--- src/rtl/seq_pkg.sv ---
// Shared definitions for the phase sequencer: slot indices, SEQTYPE
// encodings and the step-counter layout.
package seq_pkg;

    localparam int SLOT_W = 4;

    // Slot indices in sequencing order; execute slots follow SLOT_EX1.
    localparam logic [SLOT_W-1:0] SLOT_FETCH    = 4'd0;
    localparam logic [SLOT_W-1:0] SLOT_AUTOINC1 = 4'd1;
    localparam logic [SLOT_W-1:0] SLOT_AUTOINC2 = 4'd2;
    localparam logic [SLOT_W-1:0] SLOT_INDIRECT = 4'd3;
    localparam logic [SLOT_W-1:0] SLOT_EX1      = 4'd4;

    // SEQTYPE encodings: bit1 = auto-increment indirect, bit0 = indirect.
    localparam logic [1:0] SEQTYPE_DIRECT   = 2'b00;
    localparam logic [1:0] SEQTYPE_INDIRECT = 2'b01;
    localparam logic [1:0] SEQTYPE_AUTOINC  = 2'b10;

    // Each slot lasts two cycles: a CK-only half, then a strobe half.
    typedef enum logic {
        SUB_CK  = 1'b0,
        SUB_STB = 1'b1
    } sub_e;

    typedef struct packed {
        logic [SLOT_W-1:0] slot;
        sub_e              sub;
    } step_t;

    // First slot after fetch, chosen by the addressing mode.
    function automatic logic [SLOT_W-1:0] slot_after_fetch(input logic [1:0] seqtype);
        logic [SLOT_W-1:0] next_slot;
        if (seqtype[1]) begin
            next_slot = SLOT_AUTOINC1;
        end else if (seqtype[0]) begin
            next_slot = SLOT_INDIRECT;
        end else begin
            next_slot = SLOT_EX1;
        end
        return next_slot;
    endfunction

endpackage

--- src/rtl/rise_edge.sv ---
// Registered rising-edge detector: EDGE is high in the first cycle that D
// is seen high after having been low.
module rise_edge (
    input  logic CLK,
    input  logic RESET,
    input  logic D,
    output logic EDGE
);

    logic prev_q;

    // Remember last cycle's level of D.
    always_ff @(posedge CLK) begin
        // NOTE: sequential state uses non-blocking assignment so every flop
        // samples pre-edge values regardless of block evaluation order.
        if (RESET) begin
            prev_q <= 1'b0;
        end else begin
            prev_q <= D;
        end
    end

    assign EDGE = D & ~prev_q;

endmodule

--- src/rtl/phase_sequencer.sv ---
// Instruction phase sequencer: walks FETCH, optional AUTOINC/INDIRECT
// slots and EX1..EXn, two cycles per slot, with run/halt control.
// Optional feature: define PHASE_SEQUENCER_STEP_EN to add the STEP input
// for single-instruction stepping.
module phase_sequencer
    import seq_pkg::*;
#(
    parameter  int NPHASE = 6,
    localparam int NSLOT  = 4 + NPHASE
) (
    input  logic             CLK,
    input  logic             RESET,
    input  logic             RUN,
    input  logic             HALT,
    input  logic             DONE,
    input  logic [1:0]       SEQTYPE,
`ifdef PHASE_SEQUENCER_STEP_EN
    input  logic             STEP,
`endif
    output logic [NSLOT-1:0] CK,
    output logic [NSLOT-1:0] STB,
    output logic [3:0]       SLOT,
    output logic             RUNNING,
    output logic             INSTR_END
);

    localparam logic [SLOT_W-1:0] SLOT_LAST = SLOT_W'(NSLOT - 1);

    step_t step_q, step_d;
    logic  running_q, running_d;
    logic  halt_pending_q, halt_pending_d;
    logic  instr_end_q, instr_end_d;

    logic  run_edge, halt_edge;
    logic  start;        // begin running this cycle (when idle)
    logic  single_shot;  // the run being started stops after one instruction
    logic  halt_accept;  // a HALT edge that applies to the current/new run
    logic  at_rest;

    rise_edge u_run_edge (
        .CLK   (CLK),
        .RESET (RESET),
        .D     (RUN),
        .EDGE  (run_edge)
    );

    rise_edge u_halt_edge (
        .CLK   (CLK),
        .RESET (RESET),
        .D     (HALT),
        .EDGE  (halt_edge)
    );

    // HALT only counts while running or when a run starts in the same cycle.
    assign halt_accept = halt_edge & (running_q | run_edge);
    assign at_rest     = (step_q.slot == SLOT_FETCH) && (step_q.sub == SUB_CK);

`ifdef PHASE_SEQUENCER_STEP_EN
    logic step_edge;

    rise_edge u_step_edge (
        .CLK   (CLK),
        .RESET (RESET),
        .D     (STEP),
        .EDGE  (step_edge)
    );

    // A step is a run that is pre-armed to halt after one instruction.
    assign start       = run_edge | step_edge;
    assign single_shot = halt_accept | step_edge;
`else
    assign start       = run_edge;
    assign single_shot = halt_accept;
`endif

    // Next step, instruction-end pulse and run/halt flags.
    always_comb begin
        // NOTE: every output of this block gets a default first so no path
        // leaves a variable unassigned, which would infer a latch.
        step_d         = step_q;
        running_d      = running_q;
        halt_pending_d = halt_pending_q;
        instr_end_d    = 1'b0;

        if (DONE) begin
            step_d      = '{SLOT_FETCH, SUB_CK};
            instr_end_d = !(at_rest && !running_q);
        end else if (running_q) begin
            if (step_q.sub == SUB_CK) begin
                step_d.sub = SUB_STB;
            end else if (step_q.slot == SLOT_FETCH) begin
                step_d = '{slot_after_fetch(SEQTYPE), SUB_CK};
            end else if (step_q.slot == SLOT_LAST) begin
                step_d      = '{SLOT_FETCH, SUB_CK};
                instr_end_d = 1'b1;
            end else begin
                step_d = '{step_q.slot + SLOT_W'(1), SUB_CK};
            end
        end

        if (!running_q) begin
            if (start) begin
                running_d      = 1'b1;
                halt_pending_d = single_shot;
            end
        end else if (instr_end_d) begin
            running_d      = !(halt_pending_q || halt_accept);
            halt_pending_d = 1'b0;
        end else if (halt_accept) begin
            halt_pending_d = 1'b1;
        end
    end

    // State registers; reset abandons any instruction without an end pulse.
    always_ff @(posedge CLK) begin
        if (RESET) begin
            step_q         <= '{SLOT_FETCH, SUB_CK};
            running_q      <= 1'b0;
            halt_pending_q <= 1'b0;
            instr_end_q    <= 1'b0;
        end else begin
            step_q         <= step_d;
            running_q      <= running_d;
            halt_pending_q <= halt_pending_d;
            instr_end_q    <= instr_end_d;
        end
    end

    // One-hot slot and strobe vectors decoded from the step counter.
    always_comb begin
        CK  = '0;
        STB = '0;
        for (int s = 0; s < NSLOT; s++) begin
            CK[s]  = (step_q.slot == SLOT_W'(s));
            STB[s] = (step_q.slot == SLOT_W'(s)) && (step_q.sub == SUB_STB);
        end
    end

    assign SLOT      = step_q.slot;
    assign RUNNING   = running_q;
    assign INSTR_END = instr_end_q;

endmodule

--- config.mk ---
export PLATFORM = sky130hd
export DESIGN_NAME = phase_sequencer
export DESIGN_NICKNAME = d
export VERILOG_FILES = /design/src/rtl/seq_pkg.sv /design/src/rtl/rise_edge.sv /design/src/rtl/phase_sequencer.sv
export SDC_FILE = /design/constraint.sdc
export NUM_CORES = 1
export LEC_CHECK = 0
export ABC_AREA = 1
export CORE_MARGIN = 2
export CORE_UTILIZATION = 38
export CTS_CLUSTER_DIAMETER = 150
export CTS_CLUSTER_SIZE = 16
export DETAILED_ROUTE_END_ITERATION = 6
export PLACE_DENSITY = 0.78
export SLEW_MARGIN = 20
export SYNTH_ARGS = -nofsm -noshare
export SYNTH_HDL_FRONTEND = slang
export SYNTH_SLANG_ARGS = --single-unit
--- constraint.sdc ---
create_clock -name CLK -period 1.2 [get_ports CLK]
set_input_delay 0.18 -clock CLK [delete_from_list [all_inputs] [get_ports CLK]]
set_output_delay 0.18 -clock CLK [all_outputs]
set_load 0.1 [all_outputs]
==> flow_metrics.env, run 1 <==
export IMPL_syn_avg_cell_area_um2=6.231
export IMPL_syn_nets=108
export IMPL_gp_congestion=0.8597
export IMPL_firstError="[ERROR DPL-0033] detailed placement checks failed during check placement."
export IMPL_syn_inst=101
export IMPL_status="aborted with a tool error"
export IMPL_die_h_um=44.70
export IMPL_lastStage="detailed placement (3_5_place_dp)"
export IMPL_io_pins=33
export IMPL_synth_seq_cells=10
export IMPL_start_util_pct=41.30
export IMPL_ys_seq_area_share_pct=31.81
export IMPL_io_buffers=32
export IMPL_die_x_um=44.70
export IMPL_synth_cell_types=19
export IMPL_synthesis_area_um2=629.4
export IMPL_rows=14
export IMPL_dp_hpwl_mm=3.142
export IMPL_yosys_warnings=0
[logic make-up after synthesis]
family / share of synthesized area [%]
buffers and inverters: 14.91
AND/OR/NAND/NOR: 45.33
AO/OA/AOI/OAI: 7.953
flip-flops: 31.81
[stage by stage]
step / std cells / setup TNS [ps]
3_3_place_gp: 160 / -353.8
2_1_floorplan: 101 / -9663
[Yosys cell counts]
| cell type | n | area [µm²] |
|---|---|---|
| a31oi_1 | 1 | 6.260 |
| o21ai_0 | 3 | 15.01 |
| nor3_1 | 10 | 50.05 |
| nand2_4 | 2 | 22.52 |
| nand2_1 | 17 | 63.81 |
| buf_4 | 4 | 30.03 |
| dfxtp_1 | 10 | 200.2 |
| nand3_1 | 6 | 30.03 |
| nand2_2 | 1 | 6.260 |
| a21oi_1 | 4 | 20.02 |
| nor2_4 | 1 | 11.26 |
| inv_1 | 12 | 45.04 |
| nor2_1 | 21 | 78.83 |
| nor2_2 | 1 | 6.260 |
| clkinv_1 | 1 | 3.750 |
| a21oi_2 | 1 | 8.760 |
| nor4_1 | 1 | 6.260 |
| nand3_2 | 1 | 10.01 |
| inv_2 | 4 | 15.01 |
==> inputs of run 2 (changes only) <==
--- a/config.mk
+++ b/config.mk
@@ -6,12 +6,10 @@
 export NUM_CORES = 1
 export LEC_CHECK = 0
 export ABC_AREA = 1
-export CORE_MARGIN = 2
-export CORE_UTILIZATION = 38
-export CTS_CLUSTER_DIAMETER = 150
-export CTS_CLUSTER_SIZE = 16
+export CORE_AREA = 2 2 63 65
 export DETAILED_ROUTE_END_ITERATION = 6
-export PLACE_DENSITY = 0.78
+export DIE_AREA = 0 0 65 67
+export PLACE_DENSITY_LB_ADDON = 0.15
 export SLEW_MARGIN = 20
 export SYNTH_ARGS = -nofsm -noshare
 export SYNTH_HDL_FRONTEND = slang
==> run 2 against run 1 <==
The flow now finishes, with violations (negative setup slack); area after synthesis did not move; synthesized cell count stayed put.
==> flow_metrics.env, run 2 <==
export IMPL_num_fill_cells=346
export IMPL_setup_viol=20
export IMPL_power_mw=1.010
export IMPL_cts_buffers=3
export IMPL_cts_htree_levels=1
export IMPL_antenna_left=0
export IMPL_synth_common_cells="21 x nor2_1, 17 x nand2_1, 12 x inv_1"
export IMPL_die_h_um=67
export IMPL_critical_path_startpoint="SLOT[3]"
export IMPL_end_kind="primary output"
export IMPL_timing_final_crit_share_pct=121.7
export IMPL_synthTopCellsByArea="dfxtp_1 32%, nor2_1 13%, nand2_1 10%"
export IMPL_gp_congestion=0.7415
export IMPL_clockBufferDepth=2
export IMPL_io_buffers=32
export IMPL_cts_tree="built"
export IMPL_cts_sinks=10
export IMPL_yosysMostFrequentCell="nor2_1"
export IMPL_crit_type="reg2out"
export IMPL_async_reset_ff_share_pct=0
export IMPL_final_cell_mix="28 x buf_12, 18 x buf_4, 13 x nor2_4, 13 x nand2_1"
export IMPL_clock_fmax_mhz=684.5
export IMPL_fin_nets=165
export IMPL_syn_avg_cell_area_um2=6.231
export IMPL_final_common_cell="buf_12"
export IMPL_cp_max_fo=8
export IMPL_overflow=0
export IMPL_core_area_um2=3606
export IMPL_r2r_start="SLOT[0]"
export IMPL_hold_buffers=0
export IMPL_start_kind="register"
export IMPL_p_leak_nw=0.7881
export IMPL_vias=838
export IMPL_ys_seq_area_share_pct=31.81
export IMPL_holdCritStartpoint="HALT"
export IMPL_grt_pass1_wl_mm=3.670
export IMPL_detail_route_wl_per_cell_um=10.10
export IMPL_die_x_um=65
export IMPL_clkLatencyLatePin_ps=240
export IMPL_multiInputGateArea_um2=588.1
export IMPL_rsz0062_at_grt="true"
export IMPL_yosys_warnings=0
export IMPL_final_util_pct=50.69
export IMPL_syn_to_final_growth_pct=190.5
export IMPL_slew_viol_final=0
export IMPL_synthFlopType="dfxtp_1"
export IMPL_synth_seq_cells=10
export IMPL_synthesis_area_um2=629.4
export IMPL_grt_max_degree=11
export IMPL_synth_cell_types=19
export IMPL_fin_ws_ps=-260.9
export IMPL_peakVddDrop_mv=0.6013
export IMPL_drive_gt1_share_pct=67.52
export IMPL_status="complete, but fails checks"
export IMPL_via_per_inst=4.088
export IMPL_drt_initial_drc_count=12
export IMPL_root_buffer="clkbuf_8"
export IMPL_min_path_type="in2reg"
export IMPL_first_pass_iters=2
export IMPL_dp_hpwl_mm=1.771
export IMPL_synth_edf_count=0
export IMPL_post_synth_top_area_fraction_pct=31.81
export IMPL_rows=22
export IMPL_die_area_um2=4355
export IMPL_yosysTopAreaCell="dfxtp_1"
export IMPL_syn_nets=108
export IMPL_failed_checks="negative setup slack"
export IMPL_drv_cap=0
export IMPL_grt_usage_pct=10.84
export IMPL_worstMarginPinSlew_ps=233.4
export IMPL_start_util_pct=17.45
export IMPL_drc=0
export IMPL_worst_ep_required_time_ps=1020
export IMPL_antenna_found_initial=0
export IMPL_min_period_ps=1461
export IMPL_hold_violations=0
export IMPL_whs_ps=483.5
export IMPL_clkTransAtPathRegs_ps=50
export IMPL_powerDensity_nw_per_um2=552.5
export IMPL_largest_register_ffs=4
export IMPL_diodes=0
export IMPL_skew_ps=2.518
export IMPL_drt_wl_total_mm=2.071
export IMPL_regArea_um2=222.7
export IMPL_io_pins=33
export IMPL_slew_headroom_pct=84.38
export IMPL_syn_inst=101
export IMPL_grt_pass1_vias=832
export IMPL_crit_arrival_ps=1280
## run 2: cell counts after synthesis
Identical to the previous run, type by type.
## run 2: path summary, 6_finish.rpt
kind	to	slack (ps)	depth (start not counted)
hold reg to reg	RUNNING	500	3
setup reg to reg	SLOT[2]	30	9
hold / removal	u_halt_edge.prev_q	480	3
setup / recovery	STB[5]	-260	5
## run 2: area by class of cell
type | count | share of cell area [%]
clock buffers | 4 | 3.012
inverters | 17 | 5.544
multi-input cells | 70 | 32.17
flip-flops and latches | 10 | 12.18
well taps | 48 | 3.285
repair buffers | 56 | 43.81
## run 2: timing repair
item                       in CTS  in global routing
setup endpoints to repair      20                 27
gates resized for setup        18                 18
cloned                          0                  0
pin swaps                       5                 10
setup buffers                   6                  2
## run 2: stage by stage
step	worst slack [ps]	TNS (ps)	instances	instance area, µm²
after CTS	-270.5	-4254	205	1755
after floorplan	-673.4	-9663	101	815.8
after global placement	-76.06	-402.2	195	1587
after detailed placement	-98.52	-580.1	195	1587
after global routing	-313.2	-5201	205	1828
final	-260.9	-3979	205	1828
## run 2: logic make-up (layout without fill, tap and decap cells)
logic type | after synthesis | in the layout | synth area share, %
compound gates | 9 | 9 | 7.953
buf+inv | 21 | 77 | 14.91
simple gates | 61 | 61 | 45.33
flops | 10 | 10 | 31.81
## run 2: report_power, final
part	leakage, nW	internal [mW]	switching (mW)
clock network	0.0288	0.289	0.138
logic	0.673	0.0965	0.136
registers	0.0864	0.336	0.0144
## run 2: routing by layer
layer	share of wire (%)	track usage, %
met1	34	10.74
met2	60	21.78
met3	5.6	1.858
met4	0.68	4.787
met5	0	0
## run 2: worst max-delay path: stages, from the launching register on
cell	delay (ps)
dfxtp_4	360
inv_6	70
nand2_2	60
buf_12	150
nor3_4	190
buf_12	200
(Power assumes the default switching activity.)
